File: config.mk
export PLATFORM = sky130hd
export DESIGN_NAME = fwd_hazard_unit
export DESIGN_NICKNAME = d
export VERILOG_FILES = /design/src/rtl/fwd_pkg.sv /design/src/rtl/fwd_port_sel.sv /design/src/rtl/fwd_hazard_unit.sv
export SDC_FILE = /design/constraint.sdc
export NUM_CORES = 1
export LEC_CHECK = 0
export ABC_AREA = 1
export ABC_CLOCK_PERIOD_IN_PS = 3600
export CAP_MARGIN = 10
export CORE_ASPECT_RATIO = 1.2
export CORE_MARGIN = 1.5
export CORE_UTILIZATION = 46
export CTS_BUF_LIST = sky130_fd_sc_hd__clkbuf_2
export CTS_CLUSTER_SIZE = 28
export DETAILED_ROUTE_END_ITERATION = 8
export PLACE_DENSITY = 0.88
export SLEW_MARGIN = 20
export SYNTH_ARGS = -nofsm -noshare
export SYNTH_HDL_FRONTEND = slang
export SYNTH_HIERARCHICAL = 1
export SYNTH_SLANG_ARGS = --single-unit
File: constraint.sdc
create_clock -name clk -period 3.6 [get_ports clk]
set_clock_uncertainty 0.2 [all_clocks]
set_input_delay 0.72 -clock clk [delete_from_list [all_inputs] [get_ports clk]]
set_output_delay 0.72 -clock clk [all_outputs]
set_load 0.02 [all_outputs]
File: src/rtl/fwd_pkg.sv
// Shared definitions for the forwarding/hazard unit: select codes,
// multi-cycle scoreboard state encoding and parameter-derived widths.
package fwd_pkg;

    // Select code meaning "take the register-file operand"
    localparam int FWD_RF = 0;

    typedef enum logic {
        SB_IDLE = 1'b0,
        SB_BUSY = 1'b1
    } sb_state_t;

    // Select codes: 0 = RF, 1..num_stg = stage k-1, num_stg+1 = md_result
    function automatic int sel_width(input int num_stg);
        return $clog2(num_stg + 2);
    endfunction

    function automatic int fwd_md(input int num_stg);
        return num_stg + 1;
    endfunction

    // Countdown holds MD_LAT-1 down to 0
    function automatic int cnt_width(input int md_lat);
        return (md_lat > 2) ? $clog2(md_lat) : 1;
    endfunction

endpackage

File: src/rtl/fwd_port_sel.sv
// Single read-port operand selector: youngest matching producer wins,
// otherwise the completing multi-cycle result, otherwise the register file.
module fwd_port_sel
    import fwd_pkg::*;
#(
    parameter int NUM_STG = 3,
    parameter int AW      = 5,
    parameter int DW      = 32,
    parameter int SW      = sel_width(NUM_STG)
) (
    input  logic [AW-1:0]         ra,
    input  logic                  used,
    input  logic [DW-1:0]         rf_data,
    input  logic [NUM_STG*AW-1:0] stg_rw,
    input  logic [NUM_STG-1:0]    stg_regwr,
    input  logic [NUM_STG-1:0]    stg_load,
    input  logic [NUM_STG*DW-1:0] stg_result,
    input  logic                  md_done,
    input  logic [AW-1:0]         pend_rw,
    input  logic [DW-1:0]         md_result,
    output logic [SW-1:0]         sel,
    output logic [DW-1:0]         data,
    output logic                  load_stall
);

    always_comb begin
        // NOTE: every output gets a default first, so no path leaves it unassigned and no latch is inferred.
        sel        = SW'(FWD_RF);
        data       = rf_data;
        load_stall = 1'b0;

        if (ra != '0) begin
            // Lowest priority first; any pipeline-stage match overrides it below
            if (md_done && (ra == pend_rw)) begin
                sel  = SW'(fwd_md(NUM_STG));
                data = md_result;
            end

            // Walk oldest to youngest so the youngest match is assigned last and wins
            for (int s = NUM_STG - 1; s >= 0; s--) begin
                if (stg_regwr[s] && (stg_rw[s*AW +: AW] == ra)) begin
                    sel        = SW'(s + 1);
                    data       = stg_result[s*DW +: DW];
                    load_stall = used && stg_load[s];
                end
            end
        end
    end

endmodule

File: src/rtl/fwd_hazard_unit.sv
// ID-stage operand forwarding and hazard control with a single-entry
// multi-cycle scoreboard. Optional counters enabled by FWD_PERF_CNT_EN.
module fwd_hazard_unit
    import fwd_pkg::*;
#(
    parameter  int NUM_RD  = 2,
    parameter  int NUM_STG = 3,
    parameter  int AW      = 5,
    parameter  int DW      = 32,
    parameter  int MD_LAT  = 4,
    localparam int SW      = sel_width(NUM_STG)
) (
    input  logic                  clk,
    input  logic                  rst_n,
    input  logic [NUM_RD*AW-1:0]  id_ra,
    input  logic [NUM_RD-1:0]     id_used,
    input  logic [NUM_RD*DW-1:0]  rf_data,
    input  logic [NUM_STG*AW-1:0] stg_rw,
    input  logic [NUM_STG-1:0]    stg_regwr,
    input  logic [NUM_STG-1:0]    stg_load,
    input  logic [NUM_STG*DW-1:0] stg_result,
    input  logic                  md_start,
    input  logic [AW-1:0]         md_rw,
    input  logic [DW-1:0]         md_result,
    output logic [NUM_RD*SW-1:0]  fwd_sel,
    output logic [NUM_RD*DW-1:0]  fwd_data,
    output logic                  stall,
    output logic                  md_busy,
    output logic                  md_done
`ifdef FWD_PERF_CNT_EN
    ,
    output logic [31:0]           stall_cnt,
    output logic [31:0]           fwd_cnt
`endif
);

    localparam int CW = cnt_width(MD_LAT);

    sb_state_t     state, state_nx;
    logic [CW-1:0] cnt, cnt_nx;
    logic [AW-1:0] pend_rw, pend_rw_nx;
    logic [NUM_RD-1:0] load_stall;

    for (genvar p = 0; p < NUM_RD; p++) begin : g_port
        fwd_port_sel #(
            .NUM_STG (NUM_STG),
            .AW      (AW),
            .DW      (DW),
            .SW      (SW)
        ) u_sel (
            .ra         (id_ra[p*AW +: AW]),
            .used       (id_used[p]),
            .rf_data    (rf_data[p*DW +: DW]),
            .stg_rw     (stg_rw),
            .stg_regwr  (stg_regwr),
            .stg_load   (stg_load),
            .stg_result (stg_result),
            .md_done    (md_done),
            .pend_rw    (pend_rw),
            .md_result  (md_result),
            .sel        (fwd_sel[p*SW +: SW]),
            .data       (fwd_data[p*DW +: DW]),
            .load_stall (load_stall[p])
        );
    end

    always_comb begin
        state_nx   = state;
        cnt_nx     = cnt;
        pend_rw_nx = pend_rw;
        unique case (state)
            SB_IDLE: begin
                if (md_start) begin
                    state_nx   = SB_BUSY;
                    cnt_nx     = CW'(MD_LAT - 1);
                    pend_rw_nx = md_rw;
                end
            end
            SB_BUSY: begin
                if (cnt == '0) begin
                    // Completion cycle: a back-to-back op reloads without an idle gap
                    if (md_start) begin
                        cnt_nx     = CW'(MD_LAT - 1);
                        pend_rw_nx = md_rw;
                    end else begin
                        state_nx = SB_IDLE;
                    end
                end else begin
                    cnt_nx = cnt - CW'(1);
                end
            end
            default: state_nx = SB_IDLE;
        endcase
    end

    always_ff @(posedge clk or negedge rst_n) begin
        if (!rst_n) begin
            state   <= SB_IDLE;
            cnt     <= '0;
            pend_rw <= '0;
            md_busy <= 1'b0;
            md_done <= 1'b0;
        end else begin
            // NOTE: non-blocking assignments so every flop samples pre-edge values regardless of statement order.
            state   <= state_nx;
            cnt     <= cnt_nx;
            pend_rw <= pend_rw_nx;
            md_busy <= (state_nx == SB_BUSY);
            md_done <= (state_nx == SB_BUSY) && (cnt_nx == '0);
        end
    end

    always_comb begin
        stall = 1'b0;
        for (int p = 0; p < NUM_RD; p++) begin
            if (load_stall[p]) begin
                stall = 1'b1;
            end
            // Reader of a still-running multi-cycle destination must wait
            if ((state == SB_BUSY) && (cnt != '0) && id_used[p] &&
                (pend_rw != '0) && (id_ra[p*AW +: AW] == pend_rw)) begin
                stall = 1'b1;
            end
        end
    end

`ifdef FWD_PERF_CNT_EN
    logic any_fwd;

    always_comb begin
        any_fwd = 1'b0;
        for (int p = 0; p < NUM_RD; p++) begin
            if (id_used[p] && (fwd_sel[p*SW +: SW] != SW'(FWD_RF))) begin
                any_fwd = 1'b1;
            end
        end
    end

    always_ff @(posedge clk or negedge rst_n) begin
        if (!rst_n) begin
            stall_cnt <= '0;
            fwd_cnt   <= '0;
        end else begin
            if (stall) begin
                stall_cnt <= stall_cnt + 32'd1;
            end
            if (any_fwd) begin
                fwd_cnt <= fwd_cnt + 32'd1;
            end
        end
    end
`endif

endmodule

# Yosys cells after proc, flatten, opt, wreduce, memory -nomap -nowiden

Cells that the tools add are included.

Memory bits (read-only): 0
Output and inout bits: 73
Word-level logic and storage cells: 84
Input port bits: 233
Memories kept: 0
Flip-flop bits (word level): 9
Bits in latches: 0
Memory bits (writable): 0

Bitwise gates (word level): 1
Multiplexer cells: 41
Equality and inequality tests: 9
Shifts and indexed selects: 0
$lt $le $gt $ge: 0
Reductions and logical operators: 28
Multiply operators: 0
Divide/modulo/power cells: 0
Add/subtract/negate cells: 1

Operators with widths:

| cell                                              | number |
|---|---|
| two-way mux 32 bit                                | 10 |
| equality test 5 bit                               | 8 |
| two-way mux 3 bit                                 | 10 |
| logical AND 1 bit                                 | 22 |
| nonzero test 5 bit                                | 3 |
| two-way mux 1 bit                                 | 14 |
| two-way mux 5 bit                                 | 2 |
| case mux 5 bit (2 select lines)                   | 1 |
| logical NOT 2 bit                                 | 2 |
| two-way mux 2 bit                                 | 2 |
| case mux 2 bit (2 select lines)                   | 1 |
| != test 2 x 1 -> 1 bit (second input constant)    | 1 |
| case mux 1 bit (2 select lines)                   | 1 |
| nonzero test 2 bit                                | 1 |
| subtractor 2 x 1 -> 2 bit (second input constant) | 1 |
| inverter 1 bit                                    | 1 |

# Depth between registers and ports, before layout

Gate-level depths: netlist of the first run.

Depth in word-level cells: 10
Mapped depth: 14
Gate-level depth less buffers: 12

# Cells and area by module

The synthesis of the first run kept the hierarchy.

By module, submodules not included:

| module          | area an instance (um2) | cells each | times used | seq. area each (um2) |
|---|---|---|---|---|
| fwd_port_sel    | 2819.0                 | 648        | 2          | 0.0 |
| fwd_hazard_unit | 570.5                  | 90         | 1          | 225.2 |

# Worst setup path before layout of the first run

OpenSTA, ideal clock, no wires.

Path kind: input-to-output
From: in id_ra[2]
To: out fwd_sel[1]
Data required time: 2680 ps
Slack: 649 ps
Data arrival time: 2031 ps
Cell stages on the path: 10
Path buffers: 2
Cell sequence: buf_2 > inv_2 > nand2_1 > nand2_1 > nor2_4 > nand3_4 > nand2_2 > inv_2 > buf_2 > nor3_1

Word-level cells in the longest chain between the ends: 6
Elaborated cells on any way between the ends: 11
Those cells by class: 3 x eq/ne; 4 x mux; 4 x reduce/logical

Ends and longest elaborated chain:

| element                         | RTL line              | source |
|---|---|---|
| start, declared                 | fwd_hazard_unit.sv:15 | `input logic [NUM_RD*AW-1:0] id_ra,` |
| equality test 5 bit             | fwd_port_sel.sv:41    | `if (stg_regwr[s] && (stg_rw[s*AW +: AW] == ra)) begin` |
| logical AND 1 bit               | fwd_port_sel.sv:41    |  |
| two-way mux 3 bit (3 in series) | fwd_port_sel.sv:41    |  |
| two-way mux 3 bit *             | fwd_port_sel.sv:32    | `if (ra != '0) begin` |
| end, declared                   | fwd_hazard_unit.sv:25 | `output logic [NUM_RD*SW-1:0] fwd_sel,` |

Every way passes the cells marked *; elsewhere a longest branch is shown, timed or not.

# Final worst setup path of the first run

From: in stg_rw[3]
To: out fwd_sel[3]

Word-level cells in the longest chain between the ends: 4

Ends and longest elaborated chain:

| element             | RTL line              | source |
|---|---|---|
| start, declared     | fwd_hazard_unit.sv:18 | `input logic [NUM_STG*AW-1:0] stg_rw,` |
| equality test 5 bit | fwd_port_sel.sv:41    |  |
| logical AND 1 bit   | fwd_port_sel.sv:41    |  |
| two-way mux 3 bit   | fwd_port_sel.sv:41    |  |
| two-way mux 3 bit   | fwd_port_sel.sv:32    |  |

Every way passes these cells.

==> results.sh, run 1 <==
export IMPL_cts_hold_buf=0
export IMPL_die_area_mm2=0.0142
export IMPL_min_period_over_period_pct=97.7
export IMPL_grt_pass1_vias=9119
export IMPL_hpwlAfterDp_um=20900
export IMPL_ant_nets=0
export IMPL_drive_gt1_share_pct=14.9
export IMPL_syn_inst=1386
export IMPL_numCtsBuffers=3
export IMPL_htreeDepth=1
export IMPL_tightest_slew_ps=393
export IMPL_synth_ff_type="dfrtp_1"
export IMPL_cts_root_buffer="clkbuf_2"
export IMPL_finalMaxSlewViolations=0
export IMPL_synth_compound_area_share_pct=7.30
export IMPL_yosys_area_share_simple_pct=62.0
export IMPL_grt_overflow=0
export IMPL_yosysWarnings=6
export IMPL_hold_viol_final=0
export IMPL_cp_end_kind="output port"
export IMPL_fin_ws_ps=81.2
export IMPL_arrival_ps=2600
export IMPL_synth_cell_type_count=28
export IMPL_fp_row_count=46
export IMPL_antenna_found_initial=0
export IMPL_fin_cells=1882
export IMPL_worst_path_max_fanout=17
export IMPL_max_freq_mhz=284
export IMPL_max_slew_margin_pct=73.7
export IMPL_syn_num_nets=1619
export IMPL_synth_xor_area_share_pct=1.13
export IMPL_drt_total_wl_um=29100
export IMPL_die_x_um=109
export IMPL_die_y_um=130
export IMPL_fin_crit_ps=3520
export IMPL_worst_ep_required_time_ps=2680
export IMPL_finalSetupViolCount=0
export IMPL_tns_ps=0
export IMPL_start_util_pct=47.1
export IMPL_clockBufferDepth=2
export IMPL_p_per_area_mw_per_mm2=221
export IMPL_clock_latency_ps=260
export IMPL_crit_path_start_kind="primary input"
export IMPL_path_class="in2out"
export IMPL_cts_sinks=9
export IMPL_vias_per_cell=5.25
export IMPL_async_flop_share_pct=100
export IMPL_dp_cells=1861
export IMPL_cap_violations=0
export IMPL_syn_to_final_growth_pct=63.1
export IMPL_syn_area_mm2=0.00621
export IMPL_synthMuxAreaShare_pct=0
export IMPL_violations="DRC"
export IMPL_internal_power_mw=0.963
export IMPL_grt_start_max_net_pins=36
export IMPL_p_leak_nw=6.13
export IMPL_routedWlPerCell_um=15.5
export IMPL_vias=9878
export IMPL_drc=1
export IMPL_core_mm2=0.0132
export IMPL_first_pass_iters=9
export IMPL_grt_setup_unrepaired="no"
export IMPL_final_net_count=1948
export IMPL_synth_seq_area_share_pct=3.63
export IMPL_port_buffers=305
export IMPL_peakVddDrop_uv=343
export IMPL_pre_cts_slack_ps=-506
export IMPL_antenna_cells=0
export IMPL_gp_congestion=0.906
export IMPL_ios=306
export IMPL_worstHoldPathType="reg2reg"
export IMPL_power_frac_seq_pct=9.9
export IMPL_synth_edf_count=0
export IMPL_outcome="finished with violations"
export IMPL_syn_area_per_cell_um2=4.48
export IMPL_p_sw_share_pct=56.9
export IMPL_synth_adder_area_share_pct=0
export IMPL_tritoncts="built"
export IMPL_p_clk_share_pct=3.0
export IMPL_switching_power_mw=1.27
export IMPL_clk_pin_slew_ps=100
export IMPL_synth_top_family_by_area="simple AND/OR/NAND/NOR gates"
export IMPL_grt_pass1_wl_um=43000
export IMPL_combPwrFrac_pct=87.1
export IMPL_drt_iter0_markers=857
export IMPL_track_usage_pct=38.2
export IMPL_ys_ff_latch=9
[placed cells by master, fill, tap and decap left out, types with 29 or more instances in the layout]
master and instances:
buf_2 38, buf_4 57, clkdlybuf4s50_1 210, inv_1 295
nand2_1 423, nand3_1 70, nand4_1 65, nor2_1 266
nor2_2 32, o21ai_0 29, o21ai_1 49
[critical path, stage by stage]
cell	delay, ps
clkdlybuf4s50_1	480
inv_1	70
o21ai_0	90
nor2_1	200
nand3_4	170
buf_12	170
buf_16	150
a21oi_1	190
dlygate4sd2_1	360
[per-layer routing]
| layer | routed length, um | track usage [%] | up-vias |
|---|---|---|---|
| met3 | 2980 | 7.59 | 150 |
| li1 | - | - | 4770 |
| met4 | 1850 | 25.1 | 0 |
| met2 | 13600 | 64.3 | 616 |
| met1 | 10700 | 43.7 | 4342 |
| met5 | 0 | 0 | - |
[path summary, 6_finish.rpt]
check / to / slack (ps) / cells after the start / start
setup / recovery: fwd_sel[3] / 80 / 9 / stg_rw[3]
hold / removal: md_done / 290 / 1 / cnt[1]
setup reg to reg: pend_rw[4] / 2290 / 4 / state
hold reg to reg: md_done / 290 / 1 / cnt[1]
max in group asynchronous: pend_rw[1] / 2370 / 1 / rst_n
min in group asynchronous: pend_rw[0] / 540 / 1 / rst_n
[cells by family (layout without fill, tap and decap cells)]
| family | count (synthesis) | after routing |
|---|---|---|
| buf+inv | 385 | 713 |
| simple gates | 894 | 894 |
| xor+xnor | 8 | 8 |
| flops | 9 | 9 |
| compound gates | 90 | 90 |
[final cells by class]
type / count / area, um2
Clock buffer: 4 / 20.0
Tap cell: 168 / 210
Multi-Input combinational cell: 992 / 4490
Timing Repair Buffer: 397 / 4010
Sequential cell: 9 / 225
Fill cell: 1122 / 3060
Inverter: 312 / 1170
[sequential cells by signal, summed over array words and instances, names as in the netlist]
signal   count
md_done      1
pend_rw      5
cnt          2
state        1
[Yosys cell counts (2+ instances only)]
master / n / share of area [%]
a21oi_1: 9 / 0.73
buf_6: 5 / 0.91
nand3_4: 2 / 0.56
o21ai_1: 46 / 3.7
clkbuf_1: 20 / 1.2
nand3_1: 72 / 5.8
nor4_2: 2 / 0.40
inv_1: 297 / 18
xor2_1: 8 / 1.1
nand2_2: 6 / 0.60
buf_2: 32 / 2.6
nor2_2: 35 / 3.5
nand4_1: 65 / 6.5
buf_1: 4 / 0.24
dfrtp_1: 9 / 3.6
buf_8: 6 / 1.5
nor2_1: 269 / 16
nor2_4: 6 / 1.1
nor3_1: 2 / 0.16
nand2_1: 427 / 26
o21ai_0: 34 / 2.7
buf_4: 6 / 0.73
nor3b_1: 2 / 0.24
inv_2: 15 / 0.91
nand2_4: 2 / 0.36
nand3_2: 3 / 0.48
[power by group through the flow]
stage                     Clock [mW]  Sequential [mW]  Combinational, mW
after floorplan                    0            0.211              0.995
after global placement             0            0.218               1.93
after detailed placement           0            0.219               1.95
after CTS                     0.0666            0.219               1.93
after global routing          0.0725            0.231               2.09
final                         0.0664            0.222               1.94
[repair_timing]
| action | CTS | global route |
|---|---|---|
| endpoints found under the setup margin | 71 | 67 |
| buffers inserted | 4 | 4 |
| gates cloned | 5 | 4 |
| resized for setup | 256 | 68 |
| endpoints found under the hold margin | 0 | 0 |
| pin swaps | 8 | 21 |
[per-stage QoR]
stage / instance area [um2] / power [mW] / hold WS (ps) / utilization [%]
6_report: 10100 / 2.23 / 292 / 76.8
5_1_grt: 10100 / 2.39 / 296 / 76.8
4_1_cts: 10100 / 2.21 / 291 / 77.0
3_5_place_dp: 9890 / 2.17 / 269 / 75.1
3_3_place_gp: 9890 / 2.15 / 257 / 75.1
2_1_floorplan: 6210 / 1.21 / 219 / -
Note: power is estimated with default switching activity, not from simulation.
==> run 2: changes to the inputs <==
--- a/config.mk
+++ b/config.mk
@@ -7,7 +7,7 @@
 export LEC_CHECK = 0
 export ABC_AREA = 1
 export ABC_CLOCK_PERIOD_IN_PS = 3600
-export CAP_MARGIN = 10
+export CAP_MARGIN = 20
 export CORE_ASPECT_RATIO = 1.2
 export CORE_MARGIN = 1.5
 export CORE_UTILIZATION = 46
==> results of run 2 <==
Final layout, timing and power as in run 1 (identical DEF).
